--- src/rtl/serial_pattern_generator_if.sv ---
// Handshake and data bundle for the serial pattern generator.
// master drives pattern/control and observes the stream; slave is the generator.
interface serial_pattern_generator_if #(
  parameter int WIDTH = 24,
  parameter int CNT_W = 5
);
  logic             load;
  logic [WIDTH-1:0] data_in;
  logic [CNT_W-1:0] len;
  logic             start;
  logic             repeat_en;
  logic             stop;
  logic             x;
  logic             busy;
  logic             done;
  logic [CNT_W-1:0] bits_left;

  modport master (
    output load, data_in, len, start, repeat_en, stop,
    input  x, busy, done, bits_left
  );

  modport slave (
    input  load, data_in, len, start, repeat_en, stop,
    output x, busy, done, bits_left
  );
endinterface

--- src/rtl/serial_pattern_generator.sv ---
// Parallel-load, serial-out pattern source. Shifts a programmable-length
// pattern out MSB-first, one bit per clock, one-shot or gapless repeat.
module serial_pattern_generator #(
  parameter int WIDTH = 24,
  parameter int CNT_W = 5
) (
  input logic                     clk,
  input logic                     rst,
  serial_pattern_generator_if.slave bus
);

  typedef enum logic {IDLE, SHIFT} state_t;

  state_t           state;
  logic [WIDTH-1:0] shadow_pat;
  // Shadow length is kept as (length - 1): a full WIDTH-bit pattern with
  // WIDTH == 2**CNT_W would not fit in CNT_W bits otherwise.
  logic [CNT_W-1:0] shadow_last;
  logic [WIDTH-1:0] shift_reg;
  logic [CNT_W-1:0] cnt;
  logic             done_q;

  // Clamp a requested length (0 or > WIDTH means WIDTH) and return length-1.
  function automatic logic [CNT_W-1:0] last_idx(input logic [CNT_W-1:0] l);
    if (l == '0 || 32'(l) > WIDTH) return CNT_W'(WIDTH - 1);
    else                           return l - 1'b1;
  endfunction

  // Control FSM plus shadow/shift/count datapath.
  always_ff @(posedge clk or negedge rst) begin
    if (!rst) begin
      state       <= IDLE;
      shadow_pat  <= '0;
      shadow_last <= CNT_W'(WIDTH - 1);
      shift_reg   <= '0;
      cnt         <= '0;
      done_q      <= 1'b0;
    end else begin
      done_q <= 1'b0;
      case (state)
        IDLE: begin
          if (bus.load) begin
            shadow_pat  <= bus.data_in;
            shadow_last <= last_idx(bus.len);
          end
          if (bus.start) begin
            // Same-cycle load bypasses the shadow so the new data goes out now.
            shift_reg <= bus.load ? bus.data_in : shadow_pat;
            cnt       <= bus.load ? last_idx(bus.len) : shadow_last;
            state     <= SHIFT;
          end
        end
        SHIFT: begin
          if (bus.stop) begin
            state     <= IDLE;
            shift_reg <= '0;
            cnt       <= '0;
          end else if (cnt != '0) begin
            shift_reg <= shift_reg << 1;
            cnt       <= cnt - 1'b1;
          end else if (bus.repeat_en) begin
            shift_reg <= shadow_pat;
            cnt       <= shadow_last;
          end else begin
            state     <= IDLE;
            shift_reg <= '0;
            done_q    <= 1'b1;
          end
        end
        default: state <= IDLE;
      endcase
    end
  end

  assign bus.busy      = (state == SHIFT);
  assign bus.x         = bus.busy & shift_reg[WIDTH-1];
  assign bus.done      = done_q;
  assign bus.bits_left = cnt;

endmodule

--- src/flat_wrapper.sv ---
// flat-port wrapper written by rule: the top's interface ports become plain ports
module serial_pattern_generator_flat 
#(
  parameter int WIDTH = 24,
  parameter int CNT_W = 5
)
  (clk, rst, bus_load, bus_data_in, bus_len, bus_start, bus_repeat_en, bus_stop, bus_x, bus_busy, bus_done, bus_bits_left);
  serial_pattern_generator_if #(.WIDTH(WIDTH), .CNT_W(CNT_W)) bus_i ();
  input logic clk;
  input logic rst;
  input wire logic [$bits(bus_i.load)-1:0] bus_load;
  input wire logic [$bits(bus_i.data_in)-1:0] bus_data_in;
  input wire logic [$bits(bus_i.len)-1:0] bus_len;
  input wire logic [$bits(bus_i.start)-1:0] bus_start;
  input wire logic [$bits(bus_i.repeat_en)-1:0] bus_repeat_en;
  input wire logic [$bits(bus_i.stop)-1:0] bus_stop;
  output wire logic [$bits(bus_i.x)-1:0] bus_x;
  output wire logic [$bits(bus_i.busy)-1:0] bus_busy;
  output wire logic [$bits(bus_i.done)-1:0] bus_done;
  output wire logic [$bits(bus_i.bits_left)-1:0] bus_bits_left;
  assign bus_i.load = bus_load;
  assign bus_i.data_in = bus_data_in;
  assign bus_i.len = bus_len;
  assign bus_i.start = bus_start;
  assign bus_i.repeat_en = bus_repeat_en;
  assign bus_i.stop = bus_stop;
  assign bus_x = bus_i.x;
  assign bus_busy = bus_i.busy;
  assign bus_done = bus_i.done;
  assign bus_bits_left = bus_i.bits_left;
  serial_pattern_generator #(.WIDTH(WIDTH), .CNT_W(CNT_W)) u_core (.clk(clk), .rst(rst), .bus(bus_i));
endmodule
--- config.mk ---
export PLATFORM = sky130hd
export DESIGN_NAME = serial_pattern_generator_flat
export DESIGN_NICKNAME = d
export VERILOG_FILES = /design/src/rtl/serial_pattern_generator_if.sv /design/src/rtl/serial_pattern_generator.sv /design/src/flat_wrapper.sv
export SDC_FILE = /design/constraint.sdc
export NUM_CORES = 1
export LEC_CHECK = 0
export ABC_AREA = 1
export CORE_MARGIN = 8
export CORE_UTILIZATION = 35
export CTS_CLUSTER_SIZE = 30
export DETAILED_ROUTE_END_ITERATION = 16
export PLACE_DENSITY_LB_ADDON = 0.25
export SYNTH_ARGS = -nofsm -noshare
export SYNTH_HDL_FRONTEND = slang
export SYNTH_SLANG_ARGS = --single-unit
--- constraint.sdc ---
create_clock -name clk -period 1.37 [get_ports clk]
set_input_delay 0.2055 -clock clk [delete_from_list [all_inputs] [get_ports clk]]
set_output_delay 0.2055 -clock clk [all_outputs]
set_load 0.01 [all_outputs]
Yosys cells after proc, flatten, opt, wreduce, memory -nomap -nowiden --
Index checks and enable logic that the tools add are counted.
Storage, ports and cells: output and inout bits 8, register bits 60, word-level logic and storage cells 39
Operators by class: reductions and logical operators 4, bitwise logic cells 2, eq/ne operators 2, add/sub/neg operators 2, mux-type cells 22, magnitude comparators 1
Operators by type and width (number):
- $mux W24 | 5
- $pmux W24 S2 | 1
- $mux W5 | 6
- $pmux W5 S2 | 1
- $sub A5 B1 Y5 const B | 2
- $mux W1 | 8
- $gt A5 B5 Y1 const B | 1
- $logic_not A5 Y1 | 1
- $reduce_bool A5 Y1 | 1
- $ne A4 B4 Y1 const B | 1
- $ne A2 B2 Y1 const B | 1
- $pmux W1 S2 | 1
- $reduce_and A2 Y1 | 1
- $and A1 B1 Y1 | 1
- $logic_or A1 B1 Y1 | 1
- $not A1 Y1 | 1

Longest topological paths before layout --
Gate-level depths: netlist (run 1).
depth after elaboration 6, gate-level depth with buffers 10

Least setup slack after synthesis (run 1) --
OpenSTA, ideal clock, no wires.
kind register -> register, from register u_core.cnt[0] (netlist: u_core.bus.bits_left[0]), to register u_core.cnt[2] (netlist: u_core.bus.bits_left[2]), period minus slack after synthesis 1.517 ns, setup time 0.117 ns, slack -0.147 ns, buffers on the path 1, stages on the path, launching flop included 9, data arrival time 1.401 ns, cells stage by stage dfrtp_1 > inv_1 > ha_1 > nand3_4 > buf_2 > o211ai_1 > nand2_1 > nand2_1 > nand2_1
On the way: word-level cells in the longest chain between the ends 4, elaborated cells on any way between the ends 7, classes of those cells add/sub: 1; eq/ne: 1; mux: 3; reduce/logical: 2
RTL lines:
- start, declared | RTL line serial_pattern_generator.sv:20 | logic [CNT_W-1:0] cnt;
- start signal, assigned | RTL line serial_pattern_generator.sv:49 | cnt <= bus.load ? last_idx(bus.len) : shadow_last;
- start signal, assigned | RTL line serial_pattern_generator.sv:60 | cnt <= cnt - 1'b1;
- start signal, assigned | RTL line serial_pattern_generator.sv:63 | cnt <= shadow_last;
- $sub A5 B1 Y5 / $reduce_bool A5 Y1 (equally long branches) | RTL line serial_pattern_generator.sv:60, serial_pattern_generator.sv:58
- $mux W5 | RTL line serial_pattern_generator.sv:58 | end else if (cnt != '0) begin
- $mux W5 | RTL line serial_pattern_generator.sv:54 | if (bus.stop) begin
- $pmux W5 S2 | RTL line serial_pattern_generator.sv:40 | case (state)
Several ways; a longest one is shown, not always the timed one. A chain may end at the register's enable or synchronous reset.

Worst setup path after layout (run 1) --
from register u_core.cnt[0] (netlist: u_core.bus.bits_left[0]), to register u_core.shift_reg[17]
On the way: word-level cells in the longest chain between the ends 4
RTL lines:
- $reduce_bool A5 Y1 | RTL line serial_pattern_generator.sv:58
- $mux W24 | RTL line serial_pattern_generator.sv:58
- $mux W24 | RTL line serial_pattern_generator.sv:54
- $pmux W24 S2 | RTL line serial_pattern_generator.sv:40
- end signal, assigned | RTL line serial_pattern_generator.sv:48 | shift_reg <= bus.load ? bus.data_in : shadow_pat;
- end signal, assigned | RTL line serial_pattern_generator.sv:59 | shift_reg <= shift_reg << 1;
- end signal, assigned | RTL line serial_pattern_generator.sv:62 | shift_reg <= shadow_pat;
- end, declared | RTL line serial_pattern_generator.sv:19 | logic [WIDTH-1:0] shift_reg;
Every way passes these cells.

==> impl_metrics.json, run 1 <==
{
  "ys_ff_latch": 60,
  "tns_ps": -1270,
  "drv_cap": 0,
  "dr.pass1.iters": 5,
  "drive_gt1_share_pct": 25.2,
  "p_leak_nw": 2.12,
  "syn_area_um2": 3370,
  "min_period_over_period_pct": 109,
  "dp_hpwl_um": 6100,
  "r2r_start": "u_core.bus.bits_left[0]",
  "fillers": 894,
  "synth_edf_count": 0,
  "core-area_um2": 9280,
  "cts_tree": "done",
  "ys_seq_area_share_pct": 44.8,
  "end_kind": "flip-flop",
  "place_area_um2": 4200,
  "die_w_um": 114,
  "ir_drop_mv": 1.13,
  "cts.sinks": 60,
  "reg2reg_to": "u_core.shift_reg[17]",
  "synth_top_area_share_pct": 41.6,
  "grtUsageMet2_pct": 25.0,
  "grt_overflow": 0,
  "cp_cell_sequence": "inv_2 -> ha_4 -> nand3_4 -> clkinv_8 -> buf_6 -> clkbuf_16 -> o211ai_1 -> a21oi_1",
  "antenna_found_initial": 0,
  "drv_slew": 0,
  "reg2regPathDepth": 8,
  "top_usage_layer": "met2",
  "max_freq_mhz": 672,
  "clk_latency_ps": 340,
  "worst_ep_required_time_ps": 1590,
  "max_stage_delay_ps": 370,
  "die_area_um2": 13000,
  "reg2reg_slack_ps": -120,
  "clkTransAtPathRegs_ps": 70,
  "yosys_most_used_dff": "dfrtp_1",
  "rows": 35,
  "vias": 3146,
  "fin_skew_ps": 9.20,
  "status": "finished, violations left",
  "root_buffer": "clkbuf_8",
  "h-tree-depth": 3,
  "gp_congestion": 0.818,
  "pin_count": 43,
  "drt-vias-per-instance": 4.95,
  "synthTopCellsByCount": "o21ai_0, dfrtp_1, inv_1",
  "grt_pass1_vias": 3210,
  "yosysWarnings": 0,
  "rsz0062_at_grt": "yes",
  "synth.avg_cell_area_um2": 8.07,
  "ant_nets": 0,
  "track_usage_pct": 14.6,
  "drtIter0Drc": 115,
  "yosysUniqueCellTypes": 29,
  "grt_util_met1_pct": 17.7,
  "worst_slack_ps": -117,
  "postSynth.asyncResetShare_pct": 100,
  "dp_cells": 603,
  "violations": "negative setup slack",
  "drc": 0,
  "wl_um": 9160,
  "startpoint_type": "flip-flop",
  "synth_fp_nets": 455,
  "diodes": 0,
  "grt_pass1_wl_um": 15200,
  "worstSetupPathType": "flip-flop to flip-flop",
  "floorplan.initialDensity_pct": 36.3,
  "p_per_area_nw_per_um2": 2110,
  "clockBufferDepth": 2,
  "area_growth_pct": 38.8,
  "grt_max_degree": 35,
  "tightest_slew_ps": 358,
  "portBuffers": 42,
  "worst_path_max_delay_cell": "dfrtp_1",
  "wire_per_inst_um": 14.4,
  "post-route-min-period_ps": 1490,
  "hold_slack_ps": 301,
  "die_h_um": 114,
  "hp-class": "input pin to async pin",
  "crit_fanout": 6,
  "numCtsBuffers": 9,
  "fin_area_um2": 4670,
  "netlist_instances": 417,
  "crit_arrival_ps": 1700,
  "setup_viol": 24,
  "yosys.area.top_type": "dfrtp_1",
  "nNetsFinal": 542,
  "grt_use_met3_pct": 2.74,
  "yosysMostFrequentCell": "o21ai_0",
  "synth_area_leaders": "dfrtp_1, o21ai_0, inv_1, a21oi_1, nor2_1",
  "hold_viol": 0,
  "instances_no_fill": 636,
  "worst_slew_margin_rel_pct": 76.1
}
## cell type report
class | count | area, um2 | share of cell area [%]
inverters | 55 | 224 | 4.79
clock inverters | 2 | 35.0 | 0.750
well taps | 129 | 161 | 3.45
multi-input cells | 277 | 1570 | 33.6
clock buffers | 12 | 155 | 3.32
repair buffers | 101 | 1020 | 21.9
flip-flops and latches | 60 | 1510 | 32.2
## cell usage in the layout, fill, tap and decap left out, types with 5 or more instances in the layout
| cell type | count |
|---|---|
| dfrtp_1 | 56 |
| o21ai_2 | 11 |
| inv_2 | 6 |
| o211ai_2 | 8 |
| a31oi_1 | 11 |
| o21ai_1 | 11 |
| nand2_1 | 40 |
| o21ai_0 | 51 |
| inv_1 | 47 |
| clkbuf_2 | 5 |
| nor2_1 | 45 |
| buf_6 | 10 |
| o211ai_1 | 9 |
| nand3_1 | 16 |
| clkdlybuf4s50_1 | 33 |
| buf_4 | 37 |
| a21oi_2 | 8 |
| a21oi_1 | 36 |
| o21bai_1 | 13 |
| clkbuf_8 | 11 |
| buf_12 | 9 |
## kinds of logic (layout without fill, tap and decap cells)
group	after synthesis	count (layout)	share of synthesized area [%]
buf+inv	80	170	10.6
flops	60	60	44.8
fa+ha+maj	3	3	1.12
simple gates	114	114	14.7
compound gates	158	158	28.3
xor+xnor	2	2	0.521
## layer usage
metal / vias to the layer above / share of wire, %
met5: - / 0
met4: 0 / 2.2
met3: 17 / 4.3
met2: 57 / 48
met1: 1494 / 46
li1: 1578 / -
## metrics by stage
step,setup WS (ps),total power [W],utilization [%]
3_5_place_dp,-416,0.00749,45.2
5_1_grt,-220,0.0107,50.3
3_3_place_gp,-352,0.00739,45.2
2_1_floorplan,-8.00,0.00594,-
6_report,-117,0.00987,50.3
4_1_cts,-114,0.00968,49.3
## where the power goes
part           switching, W  internal, W
clock              0.000684     0.000918
combinational       0.00273      0.00242
sequential         0.000424      0.00269
## worst max-delay path by stage
stage	from	cells after the start	end
floorplan	u_core.bus.bits_left[0]	8	u_core.shift_reg[10]
global placement	bus_len[0]	10	u_core.bus.bits_left[1]
detailed placement	bus_len[0]	10	u_core.bus.bits_left[1]
CTS	u_core.bus.busy	4	bus_x
global route	u_core.bus.bits_left[2]	8	u_core.bus.bits_left[3]
finish	u_core.bus.bits_left[0]	8	u_core.shift_reg[17]
## critical path: cells and delay by family, from the launching register on
family	cells	cell delay, ps
and+or+nand+nor	1	130
adders and majority gates	1	180
DFF	1	370
buffers and inverters	4	430
AOI/OAI and AO/OA	2	250
## what timing repair did
item | in CTS | in global routing
pin swaps | 5 | 20
setup endpoints to repair | 20 | 42
endpoints found under the hold margin | 8 | 0
resized for setup | 30 | 46
setup buffers | 8 | 8
hold buffers | 1 | 0
gates cloned | 3 | 1
Power figures use the tool's default switching activity.
==> run 2, diff against run 1 <==
Settings changed: CELL_PAD_IN_SITES_DETAIL_PLACEMENT from default to 1, CELL_PAD_IN_SITES_GLOBAL_PLACEMENT from default to 2, CORE_MARGIN 8 to default, CORE_UTILIZATION 35 to 30, TNS_END_PERCENT from default to 1.
==> run 2 against run 1 <==
Against the previous run: the run still ends with negative setup slack left; critical path depth is the same; clock skew grew 1.2 ps; first-iteration DRC count shrank 26%; combinational power shrank 7.2%; total power shrank 3.4%; final cell count grew 0.47%; worst hold slack lost 89 ps; global-route usage grew 3.1 points; register-to-register slack gained 30 ps; clock power grew 2%; core utilization shrank 8.6 points; non-clock buffer count shrank 8; highest routed layer unchanged.
==> impl_metrics.json, run 2 (synthesis gave the netlist of run 1 again) <==
{
  "crit_family": "simple AND/OR/NAND/NOR gates",
  "drv_slew": 0,
  "tightest_slew_ps": 290,
  "setup_viol": 28,
  "grt_max_degree": 27,
  "die_h_um": 108,
  "worst_slack_ps": -90.8,
  "crit_arrival_ps": 1690,
  "clockBufferDepth": 2,
  "h-tree-depth": 3,
  "hp-class": "input pin to async pin",
  "pin_count": 43,
  "die_area_um2": 11600,
  "core-area_um2": 10900,
  "instances_no_fill": 639,
  "drtIter0Drc": 85,
  "p_int_w": 0.00576,
  "status": "finished, violations left",
  "reg2reg_slack_ps": -90,
  "min_period_over_period_pct": 107,
  "drive_gt1_share_pct": 20.8,
  "startpoint_type": "flip-flop",
  "p_per_area_nw_per_um2": 2100,
  "violations": "negative setup slack",
  "worstSetupPathType": "flip-flop to flip-flop",
  "vias": 3133,
  "crit_fanout": 7,
  "max_freq_mhz": 685,
  "track_usage_pct": 17.7,
  "finish.utilization_pct": 41.7,
  "diodes": 0,
  "p_clk_share_pct": 17.2,
  "final_cell_mix": "dfrtp_1, inv_1, nor2_1, o21ai_0, nand2_1",
  "ant_nets": 0,
  "fin_area_um2": 4540,
  "dp_cells": 618,
  "post-route-min-period_ps": 1460,
  "gp_congestion": 0.811,
  "cp_cell_sequence": "buf_6 -> nor2_4 -> nand3_4 -> buf_12 -> o211ai_1 -> nand2_1 -> nand2_1 -> o21ai_1",
  "p_leak_nw": 2.06,
  "clkTransAtPathRegs_ps": 70,
  "wl_um": 9600,
  "worst_path_max_delay_cell": "dfrtp_1",
  "portBuffers": 42,
  "rows": 38,
  "p_sw_share_pct": 39.6,
  "grt_pass1_wl_um": 15800,
  "p_comb_share_pct": 50.3,
  "fin_skew_ps": 10.4,
  "numCtsBuffers": 9,
  "ir_drop_mv": 0.692,
  "drt-vias-per-instance": 4.90,
  "dp_hpwl_um": 6910,
  "crit_top_cell": "nand2_1",
  "grt_overflow": 0,
  "nNetsFinal": 534,
  "power_frac_seq_pct": 32.5,
  "worst-path-buf-inv": 2,
  "antenna_found_initial": 0,
  "end_kind": "flip-flop",
  "grt_pass1_vias": 3132,
  "cts_tree": "done",
  "area_growth_pct": 34.9,
  "max_stage_delay_ps": 400,
  "place_area_um2": 4240,
  "worst_ep_required_time_ps": 1600,
  "power.switching_w": 0.00377,
  "clk_latency_ps": 340,
  "dr.pass1.iters": 4,
  "worst_slew_margin_rel_pct": 80.5,
  "drc": 0,
  "rsz0062_at_grt": "yes",
  "wire_per_inst_um": 15.0,
  "die_w_um": 108,
  "hold_viol": 0,
  "drv_cap": 0,
  "root_buffer": "clkbuf_8",
  "cts.sinks": 60,
  "floorplan.initialDensity_pct": 30.9,
  "final_common_cell": "dfrtp_1"
}
run 2: repair_timing:
| item | CTS | global route |
|---|---|---|
| hold endpoints to repair | 56 | 0 |
| endpoints found under the setup margin | 36 | 40 |
| buffers inserted | 2 | 2 |
| hold buffers | 1 | 0 |
| pin swaps | 4 | 6 |
| resized for setup | 40 | 15 |
| cloned | 0 | 2 |
run 2: final timing paths:
check                                   startpoint                      end  cells past startpoint
setup / recovery           u_core.bus.bits_left[3]  u_core.bus.bits_left[1]                      8
setup reg to reg           u_core.bus.bits_left[3]  u_core.bus.bits_left[1]                      8
hold / removal                                 rst     u_core.shift_reg[18]                      2
min in group clk             u_core.shadow_last[4]    u_core.shadow_last[4]                      2
hold reg to reg              u_core.shadow_last[4]    u_core.shadow_last[4]                      2
max in group asynchronous                      rst    u_core.shadow_last[4]                      3
run 2: stage by stage:
| stage | setup TNS, ps | setup WS (ps) | hold slack, ps | total power [W] |
|---|---|---|---|---|
| floorplan | -143 | -14.0 | -90.1 | 0.00594 |
| global placement | -7780 | -315 | 40.8 | 0.00753 |
| detailed placement | -9280 | -402 | 35.3 | 0.00768 |
| CTS | -1220 | -98.0 | 210 | 0.00942 |
| global route | -3870 | -191 | 217 | 0.0104 |
| finish | -1150 | -90.8 | 212 | 0.00953 |
run 2: layout make-up:
cell class	instances	area, um2
clock inverters	2	35.0
well taps	140	175
fillers	1306	6350
repair buffers	93	922
flip-flops and latches	60	1510
inverters	55	219
clock buffers	12	155
multi-input cells	277	1530
run 2: power groups by stage:
stage          clock (W)  sequential [W]  combinational [W]
2_1_floorplan          0         0.00310            0.00284
3_3_place_gp           0         0.00310            0.00443
3_5_place_dp           0         0.00314            0.00454
4_1_cts          0.00168         0.00310            0.00465
5_1_grt          0.00174         0.00320            0.00542
6_report         0.00164         0.00310            0.00479
run 2: worst register-to-register path, cell delays in order (launching register included):
cell	delay, ps
dfrtp_1	400
buf_6	130
nor2_4	150
nand3_4	130
buf_12	160
o211ai_1	190
nand2_1	80
nand2_1	50
o21ai_1	50
run 2: per-layer routing:
| layer | global-route usage [%] | routed length, um | vias up |
|---|---|---|---|
| met2 | 29.8 | 4610 | 45 |
| met1 | 22.6 | 4540 | 1521 |
| met5 | 0 | 0 | - |
| met3 | 2.54 | 284 | 11 |
| li1 | - | - | 1556 |
| met4 | 7.73 | 173 | 0 |
